File: src/rtl/ahb5_txn_gen_scoreboard.sv
// ---------------------------------------------------------------------------
// ahb5_txn_gen_scoreboard
//   Random AHB5 SINGLE-transfer master with an APB-side scoreboard. Each run
//   issues num_txn word transfers, spread over NUM_AHB channels by a Galois
//   LFSR. Every accepted address phase is logged in an expected-transfer FIFO
//   and checked against APB completions coming out of an AHB-to-APB bridge.
//
//   Ports
//     HCLK, HRESET          clock, synchronous active-high reset
//     start, num_txn        launch a run of num_txn transfers (sampled in IDLE)
//     HADDR..HNONSEC        per-channel AHB manager outputs
//     HREADY, HRESP         per-channel AHB completion inputs
//     PADDR..PSLVERR        APB side of the bridge (observed only)
//     busy, done            run in progress / one-cycle end-of-run pulse
//     mism_cnt, resp_cnt    saturating scoreboard and error-response counters
//
//   Transfers are not pipelined: the next address phase starts only after the
//   previous data phase has completed.
// ---------------------------------------------------------------------------

// One AHB channel: drives the bus only while it owns the address or data phase.
module ahb5_txn_lane #(
    parameter int ADDR_W = 32,
    parameter int DATA_W = 32
) (
    input  logic              addr_act,
    input  logic              data_act,
    input  logic [ADDR_W-1:0] addr,
    input  logic [DATA_W-1:0] data,
    input  logic              write,
    input  logic              nonsec,
    output logic [ADDR_W-1:0] haddr,
    output logic [DATA_W-1:0] hwdata,
    output logic              hwrite,
    output logic [2:0]        hsize,
    output logic [1:0]        htrans,
    output logic              hsel,
    output logic              hnonsec
);
    assign haddr   = addr_act ? addr : '0;
    assign hwrite  = addr_act & write;
    assign hnonsec = addr_act & nonsec;
    assign htrans  = addr_act ? 2'b10 : 2'b00;
    assign hsel    = addr_act;
    assign hsize   = 3'b010;
    assign hwdata  = data_act ? data : '0;
endmodule

module ahb5_txn_gen_scoreboard #(
    parameter int          NUM_AHB   = 2,
    parameter int          ADDR_W    = 32,
    parameter int          DATA_W    = 32,
    parameter int          SB_DEPTH  = 8,
    parameter logic [31:0] SEED      = 32'hACE1_2468,
    parameter logic [31:0] ADDR_MASK = 32'h0000_0FFC
) (
    input  logic                             HCLK,
    input  logic                             HRESET,
    input  logic                             start,
    input  logic [15:0]                      num_txn,
    output logic [NUM_AHB-1:0][ADDR_W-1:0]   HADDR,
    output logic [NUM_AHB-1:0][DATA_W-1:0]   HWDATA,
    output logic [NUM_AHB-1:0]               HWRITE,
    output logic [NUM_AHB-1:0][2:0]          HSIZE,
    output logic [NUM_AHB-1:0][1:0]          HTRANS,
    output logic [NUM_AHB-1:0]               HSEL,
    output logic [NUM_AHB-1:0]               HNONSEC,
    input  logic [NUM_AHB-1:0]               HREADY,
    input  logic [NUM_AHB-1:0]               HRESP,
    input  logic [ADDR_W-1:0]                PADDR,
    input  logic [DATA_W-1:0]                PWDATA,
    input  logic                             PWRITE,
    input  logic                             PSEL,
    input  logic                             PENABLE,
    input  logic                             PREADY,
    input  logic                             PSLVERR,
    output logic                             busy,
    output logic                             done,
    output logic [15:0]                      mism_cnt,
    output logic [15:0]                      resp_cnt
);
    localparam int CW = (NUM_AHB > 1) ? $clog2(NUM_AHB) : 1;
    localparam int PW = $clog2(SB_DEPTH);
    localparam logic [31:0] TAPS = 32'h8020_0003;

    typedef enum logic [1:0] {S_IDLE, S_ADDR, S_DATA, S_DRAIN} state_t;

    typedef struct packed {
        logic [ADDR_W-1:0] addr;
        logic [DATA_W-1:0] data;
        logic              write;
    } sb_entry_t;

    state_t            state, state_nxt;
    logic [31:0]       lfsr;
    logic [15:0]       remain;
    logic [CW-1:0]     dchan;
    logic [DATA_W-1:0] ddata;

    sb_entry_t         fifo [SB_DEPTH];
    logic [PW-1:0]     wr_ptr, rd_ptr;
    logic [PW:0]       count;

    // Random fields of the transfer about to be issued (current LFSR value).
    logic [CW-1:0]     chan;
    logic [ADDR_W-1:0] addr_rnd;
    logic [DATA_W-1:0] data_rnd;

    assign chan     = CW'(lfsr[15:0] % 16'(NUM_AHB));
    assign addr_rnd = ADDR_W'(lfsr & ADDR_MASK & ~32'h3);
    if (DATA_W >= 64) begin : g_data64
        assign data_rnd = DATA_W'({lfsr, ~lfsr});
    end else begin : g_data32
        assign data_rnd = DATA_W'(~lfsr);
    end

    logic full, empty, issue, accept, data_act, data_fin, done_set;
    logic apb_fin, pop, mism_hit;
    sb_entry_t head;

    assign full     = (count == (PW+1)'(SB_DEPTH));
    assign empty    = (count == '0);
    assign data_fin = (state == S_DATA) && HREADY[dchan];
    assign apb_fin  = PSEL & PENABLE & PREADY;
    assign pop      = apb_fin & ~empty;
    assign head     = fifo[rd_ptr];
    // A completion with nothing expected is itself a mismatch.
    assign mism_hit = apb_fin & (empty | (head.addr != PADDR) | (head.write != PWRITE) |
                                 (head.write & (head.data != PWDATA)));

    // ---- FSM: state register ----
    always_ff @(posedge HCLK) begin
        if (HRESET) state <= S_IDLE;
        else        state <= state_nxt;
    end

    // ---- FSM: next state ----
    always_comb begin
        state_nxt = state;
        case (state)
            S_IDLE:  if (start && num_txn != 16'd0) state_nxt = S_ADDR;
            S_ADDR:  if (accept)                    state_nxt = S_DATA;
            S_DATA:  if (data_fin)                  state_nxt = (remain != 16'd0) ? S_ADDR : S_DRAIN;
            S_DRAIN: if (empty)                     state_nxt = S_IDLE;
            default:                                state_nxt = S_IDLE;
        endcase
    end

    // ---- FSM: outputs ----
    always_comb begin
        busy     = (state != S_IDLE);
        // A full FIFO parks the bus at IDLE rather than issuing a transfer it cannot log.
        issue    = (state == S_ADDR) && !full;
        accept   = issue && HREADY[chan];
        data_act = (state == S_DATA);
        done_set = ((state == S_IDLE) && start && num_txn == 16'd0) ||
                   ((state == S_DRAIN) && empty);
    end

    // ---- datapath, pointers, counters ----
    logic [1:0]  resp_inc;
    logic [16:0] resp_sum;
    assign resp_inc = {1'b0, data_fin & HRESP[dchan]} + {1'b0, apb_fin & PSLVERR};
    assign resp_sum = {1'b0, resp_cnt} + 17'(resp_inc);

    always_ff @(posedge HCLK) begin
        if (HRESET) begin
            lfsr     <= SEED;
            remain   <= '0;
            dchan    <= '0;
            ddata    <= '0;
            wr_ptr   <= '0;
            rd_ptr   <= '0;
            count    <= '0;
            done     <= 1'b0;
            mism_cnt <= '0;
            resp_cnt <= '0;
        end else begin
            done <= done_set;
            if (state == S_IDLE && start) remain <= num_txn;
            if (accept) begin
                wr_ptr <= wr_ptr + PW'(1);
                lfsr   <= {1'b0, lfsr[31:1]} ^ (lfsr[0] ? TAPS : 32'h0);
                remain <= remain - 16'd1;
                dchan  <= chan;
                ddata  <= data_rnd;
            end
            if (pop) rd_ptr <= rd_ptr + PW'(1);
            case ({accept, pop})
                2'b10:   count <= count + (PW+1)'(1);
                2'b01:   count <= count - (PW+1)'(1);
                default: count <= count;
            endcase
            if (mism_hit && mism_cnt != 16'hFFFF) mism_cnt <= mism_cnt + 16'd1;
            resp_cnt <= resp_sum[16] ? 16'hFFFF : resp_sum[15:0];
        end
    end

    // Storage needs no reset: occupancy is tracked by count.
    always_ff @(posedge HCLK) begin
        if (accept) fifo[wr_ptr] <= '{addr: addr_rnd, data: data_rnd, write: lfsr[31]};
    end

    // ---- per-channel bus drivers ----
    for (genvar g = 0; g < NUM_AHB; g++) begin : g_lane
        ahb5_txn_lane #(.ADDR_W(ADDR_W), .DATA_W(DATA_W)) u_lane (
            .addr_act (issue && chan == CW'(g)),
            .data_act (data_act && dchan == CW'(g)),
            .addr     (addr_rnd),
            .data     (ddata),
            .write    (lfsr[31]),
            .nonsec   (lfsr[30]),
            .haddr    (HADDR[g]),
            .hwdata   (HWDATA[g]),
            .hwrite   (HWRITE[g]),
            .hsize    (HSIZE[g]),
            .htrans   (HTRANS[g]),
            .hsel     (HSEL[g]),
            .hnonsec  (HNONSEC[g])
        );
    end
endmodule

File: config.mk
export PLATFORM = sky130hd
export DESIGN_NAME = ahb5_txn_gen_scoreboard
export DESIGN_NICKNAME = d
export VERILOG_FILES = /design/src/rtl/ahb5_txn_gen_scoreboard.sv
export SDC_FILE = /design/constraint.sdc
export NUM_CORES = 1
export LEC_CHECK = 0
export CAP_MARGIN = 20
export CORE_MARGIN = 2
export CORE_UTILIZATION = 40
export CTS_BUF_LIST = sky130_fd_sc_hd__clkbuf_8
export CTS_CLUSTER_SIZE = 14
export DETAILED_ROUTE_END_ITERATION = 7
export PLACE_DENSITY = 0.7
export SYNTH_ARGS = -nofsm -noshare
export SYNTH_HDL_FRONTEND = slang
export SYNTH_HIERARCHICAL = 1
export SYNTH_SLANG_ARGS = --single-unit
File: constraint.sdc
create_clock -name HCLK -period 12.2 [get_ports HCLK]
set_clock_uncertainty 0.2 [all_clocks]
set_input_delay 2.44 -clock HCLK [delete_from_list [all_inputs] [get_ports HCLK]]
set_output_delay 2.44 -clock HCLK [all_outputs]
set_load 0.01 [all_outputs]
==> reports/qor.yml, run 1 <==
p_per_area_nw_per_um2: 134
cts_setup_buffers: 0
tns_ns: 0
hold_buffers: 0
crit_type: "flop to output pin"
finalPower_w: 0.00328
dpl.hpwl_microns: 32300
ys_seq_elements: 473
post_cts_resized: 0
grt_pass1_wl_microns: 74900
fp.dieArea_sq_um: 51900
max_slew.worst_pin.slew_ns: 1.02
cell_internal_pwr_w: 0.00251
clkSinkCount: 473
avgViaCountPerCell: 5.19
wl_microns: 50000
antenna_found_initial: 5
gp_congestion: 0.800
cts_made_buffers: 75
cap_violations: 0
synth_area_sq_um: 20000
crit_arrival_ns: 3.12
synthCells: 1417
ant_nets: 0
portBuffers: 217
syn2layout_area_growth_pct: 21.9
p_leak_nw: 7.86
setup_viol_count_final: 0
drive_gt1_share_pct: 17.6
yosysWarnings: 6
cp_max_fo: 36
worstReg2RegEnd: "mism_cnt[5]"
r2r_cells: 10
clockBufferDepth: 3
required_ns: 9.56
slew_headroom_pct: 31.2
drc_errors: 0
root_buffer: "clkbuf_8"
fmax_mhz: 174
switchingPower_w: 0.000767
slew_viol_final: 0
hold_class: "flop to flop"
cts-htree-levels: 3
startpoint_type: "flop"
seq_area_frac_synth_pct: 64.5
async_reset_ff_share_pct: 0
firstDrtPassIters: 5
rsz0062_at_grt: "no"
fp.dieH_microns: 228
finalNonFillerCells: 2423
worstHoldStart: "lfsr[13]"
drtIter0Drc: 894
grt_max_degree: 90
crit_path_end_kind: "output pin"
avgSynthCellArea_sq_um: 14.1
io_pins: 270
ir_worst_vdd_uv: 70.1
post-route-min-period_ns: 5.76
synthFlopType: "edfxtp_1"
seq_power_share_pct: 54.7
synth-edff-count: 344
cts_tree: "done"
power_frac_comb_pct: 6.5
finalCritPeriodShare_pct: 47.2
die_w_microns: 228
regToRegSetupSlack_ns: 7.36
outcome: "finished clean"
swShare_pct: 23.4
grt_use_total_pct: 18.9
grt_pass1_vias: 12700
synth_cell_types: 71
clkPwrFrac_pct: 38.8
grt-ovfl-total: 0
clkTransAtPathRegs_ns: 0.06
final_hold_viol_count: 0
num_rows: 81
wl_per_cell_microns: 20.6
nets: 1801
min_path_cells: 2
core_sq_um: 49200
clock_latency_ns: 0.61
worstHoldEndpoint: "lfsr[12]"
vias: 12600
initial_utilization_pct: 40.7
place_inst: 2286
power by group through the flow:
stage	Clock (W)	Sequential [W]	Combinational [W]
after floorplan	0	0.00181	0.000129
after global placement	0	0.00182	0.000205
after detailed placement	0	0.00183	0.000213
after CTS	0.00130	0.00179	0.000214
after global routing	0.00137	0.00180	0.000234
final	0.00127	0.00179	0.000213
registers in the layout, indices dropped and copies added, names as in the netlist, named ones only:
register	count
fifo	344
ddata	32
lfsr	32
mism_cnt	16
remain	16
resp_cnt	16
count	4
rd_ptr	3
wr_ptr	3
state	2
dchan	1
done	1
cells in the final DEF, fill, tap and decap left out, drive strengths merged, types with 4 or more instances in the layout:
master | netlist | routed
edfxtp | 344 | 344
clkdlybuf4s50 | 0 | 216
and2 | 137 | 137
dfxtp | 129 | 129
clkbuf | 39 | 85
a21oi | 83 | 83
nand2 | 77 | 77
mux4 | 74 | 74
nor2 | 73 | 73
inv | 44 | 69
o21ai | 54 | 54
conb | 5 | 52
xor2 | 45 | 45
mux2i | 43 | 43
nand3 | 30 | 30
buf | 41 | 22
clkinv | 1 | 20
mux2 | 17 | 17
nor3 | 17 | 17
nor4 | 17 | 17
and3 | 14 | 14
xnor2 | 13 | 13
o21a | 13 | 13
nand4 | 12 | 12
or3 | 11 | 11
nor2b | 9 | 9
ha | 8 | 8
nand2b | 6 | 6
o22ai | 6 | 6
clkinvlp | 0 | 6
a31oi | 5 | 5
o211ai | 4 | 4
nor3b | 4 | 4
worst max-delay path by stage:
stage	from	to	slack, ns	depth (start not counted)
finish	count[0]	HADDR[43]	6.44	5
global route	count[1]	HADDR[43]	6.19	5
CTS	state[1]	HADDR[43]	6.38	5
detailed placement	PADDR[19]	mism_cnt[5]	6.22	10
global placement	PADDR[0]	mism_cnt[5]	6.40	10
floorplan	HREADY[1]	fifo[2][0]	4.04	4
logic make-up after synthesis:
logic type / Yosys count / share of synthesized area (%)
other: 5 / 0.0937
AOI/OAI and AO/OA: 197 / 5.95
DFF: 473 / 64.5
xor gates and xnor gates: 58 / 2.54
adders and majority gates: 10 / 0.700
buffers and inverters: 125 / 3.16
muxes: 134 / 11.5
and+or+nand+nor: 415 / 11.6
cell type report:
class                      count  area, sq um
clock buffer                  85         1170
tap                          664          831
clock inverter                51          258
fill                        4173        24700
sequential                   473        12900
multi-input combinational    866         6720
timing repair buffer         238         2350
antenna                        1         2.50
inverter                      45          169
per-layer routing:
metal,share of wire [%],global-route usage [%],vias to the layer above
li1,-,-,5760
met1,41,24.4,6269
met2,48,30.9,468
met3,9.8,5.72,64
met4,1.9,5.53,6
met5,0.070,0,-
stage by stage:
step	hold slack (ns)	utilization (%)	area, sq um	worst slack [ns]
finish	0.277	49.7	24400	6.44
global route	0.307	49.7	24400	6.19
CTS	0.287	49.7	24400	6.38
detailed placement	0.278	46.8	23000	6.22
global placement	0.251	46.7	23000	6.40
floorplan	0.244	-	20200	4.04
critical path, cell delays in order (launching register included):
cell,delay (ns)
dfxtp_1,0.43
nor3_1,0.13
a21oi_1,0.28
and2_1,0.83
and2_2,0.28
clkdlybuf4s50_1,0.55
cells in the mapped netlist (4+ instances only):
cell        n  area, sq um
edfxtp_1  344        10300
and3_1     14         87.6
and2_1     69          432
inv_1      44          165
o211ai_1    4         30.0
o22ai_1     6         37.5
buf_2       7         35.0
o21a_1     13         97.6
nor2_1     72          270
mux4_2     69         1550
clkbuf_2   12         60.1
a31oi_1     5         31.3
nor3_1     16         80.1
or3_1      11         68.8
nand2b_1    6         37.5
dfxtp_1   129         2580
o21ai_0    50          250
nor3b_1     4         30.0
nor4_1     13         81.3
buf_1       4         15.0
conb_1      5         18.8
xnor2_1    13          114
nand3_1    30          150
buf_4      23          173
nand4_1    12         75.1
nor2b_1     9         56.3
mux2i_1    43          430
and2_2     68          510
a21oi_1    82          410
ha_1        8          100
clkbuf_1   27          101
mux2_2     17          191
xor2_1     45          394
buf_6       7         78.8
mux4_1      5          131
nand2_1    77          289
(Power assumes the default switching activity.)
==> inputs of run 2 (changes only) <==
- clock period: 12.2 -> 5.65 ns (I/O delays scaled with it)
==> reports/qor.yml, run 2 (same netlist as run 1, synthesis figures left out) <==
cp_max_fo: 36  # unchanged
num_rows: 81  # unchanged
clockBufferDepth: 3  # unchanged
fmax_mhz: 227
clock_latency_ns: 0.63  # +0.02 ns
path_cells: "nor3_1, a21oi_1, and2_1, and2_2, clkdlybuf4s50_1"
grt_max_degree: 88  # -2.2%
fp.dieH_microns: 228  # unchanged
slowest_stage: "and2_1"
clkTransAtPathRegs_ns: 0.07  # about the same
p_per_area_nw_per_um2: 294  # +120%
grt-ovfl-total: 0  # unchanged
post_cts_resized: 0  # unchanged
wl_per_cell_microns: 20.1  # -2.4%
grt_pass1_wl_microns: 74200  # -1.0%
crit_path_end_kind: "output pin"
vias: 12600  # +0.50%
hold_class: "flop to flop"
fillCellCount: 4160  # -0.31%
cap_violations: 0  # unchanged
finalPower_w: 0.00725  # +120%
nets: 1808  # +0.39%
antenna_found_initial: 2  # -3
clkSinkCount: 473  # unchanged
hold_buffers: 0  # unchanged
post-route-min-period_ns: 4.41
p_leak_nw: 7.97  # +1.4%
outcome: "finished clean"
wl_microns: 49000  # -1.9%
regMostFlops: "fifo"
ir_worst_vdd_uv: 162  # +130%
drc_errors: 0  # unchanged
syn2layout_area_growth_pct: 23.0
largest_register_ffs: 344  # unchanged
fp.dieArea_sq_um: 51900  # unchanged
max_slew.worst_pin.slew_ns: 1.01  # -0.0152 ns
drive_gt1_share_pct: 17.7  # +0.040 points
portBuffers: 217  # unchanged
crit_type: "flop to output pin"
cts_tree: "done"
setup_viol_count_final: 0  # unchanged
firstDrtPassIters: 5  # unchanged
crit_arrival_ns: 3.08  # -0.04 ns
drtIter0Drc: 910  # +1.8%
layout_common_cells: "edfxtp_1, clkdlybuf4s50_1, dfxtp_1, clkbuf_8, a21oi_1"
cts-htree-levels: 3  # unchanged
finalCritPeriodShare_pct: 78.0
root_buffer: "clkbuf_8"
final_hold_viol_count: 0  # unchanged
dpl.hpwl_microns: 32100  # -0.65%
avgViaCountPerCell: 5.18  # about the same
slew_viol_final: 0  # unchanged
rsz0062_at_grt: "no"
grt_use_total_pct: 18.6  # -0.31 points
required_ns: 4.32  # -5.24 ns
final_common_cell: "edfxtp_1"
finish.utilization_pct: 50.1  # +0.45 points
tns_ns: 0  # unchanged
core_sq_um: 49200  # unchanged
die_w_microns: 228  # unchanged
cts_made_buffers: 77  # +2.7%
initial_utilization_pct: 40.7  # unchanged
largestRegisters: "fifo (344), ddata (32), lfsr (32)"
crit_path_max_incr_delay_ns: 0.82  # about the same
ant_nets: 0  # unchanged
grt_pass1_vias: 12700  # -0.17%
io_pins: 270  # unchanged
cts_setup_buffers: 0  # unchanged
slew_headroom_pct: 32.7  # +1.5 points
startpoint_type: "flop"
gp_congestion: 0.818  # +2.2%
## run 2: cell types whose count changed in the layout (fill, tap and decap cells not counted), sizes merged
| cell | previous run | this run |
|---|---|---|
| inv | 69 | 79 |
| clkinvlp | 6 | 2 |
| bufinv | 1 | 4 |
| clkinv | 20 | 19 |
| buf | 22 | 27 |
## run 2: metal layers
metal	vias to the layer above	GRT usage [%]	share of wire, %
met2	477	30.3	48
met5	-	0	0
met1	6284	25.1	42
li1	5800	-	-
met3	69	3.73	7.8
met4	0	5.84	2.0
## run 2: power breakdown
part / internal, W / switching, W / leakage (nW) / total, W
registers: 0.00379 / 0.0000777 / 3.88 / 0.00387
logic: 0.000198 / 0.000262 / 3.19 / 0.000459
clock network: 0.00158 / 0.00134 / 0.900 / 0.00292
## run 2: cell type report
cell class	count	area, sq um	share of cell area, %
repair buffers	243	2400	9.75
clock inverters	59	373	1.51
diodes	1	2.50	0.0102
inverters	45	169	0.685
flip-flops and latches	473	12900	52.4
clock buffers	85	1170	4.75
well taps	664	831	3.37
multi-input cells	866	6770	27.5
## run 2: path summary, 6_finish.rpt
path	startpoint	to	slack, ns	depth (start not counted)
worst min-delay path	lfsr[28]	lfsr[28]	0.29	2
worst max register to register	flop	mism_cnt[5]	1.48	10
worst min register to register	lfsr[28]	lfsr[28]	0.29	2
worst max-delay path	count[0]	HADDR[39]	1.24	5
## run 2: through the flow
step / instances / hold WS [ns] / setup slack [ns] / cell area, sq um
5_1_grt: 2435 / 0.311 / 0.893 / 24600
3_5_place_dp: 2291 / 0.272 / 1.23 / 23100
2_1_floorplan: 1464 / 0.244 / 0.0783 / 20200
4_1_cts: 2435 / 0.280 / 1.18 / 24600
3_3_place_gp: 2290 / 0.252 / 1.23 / 23100
6_report: 2436 / 0.285 / 1.24 / 24600
## run 2: critical path, delay by kind of cell, from the launching register on
kind                   cells  cell delay, ns
and+or+nand+nor            3            1.25
buffers and inverters      1            0.55
DFF                        1            0.42
AOI/OAI and AO/OA          1            0.22
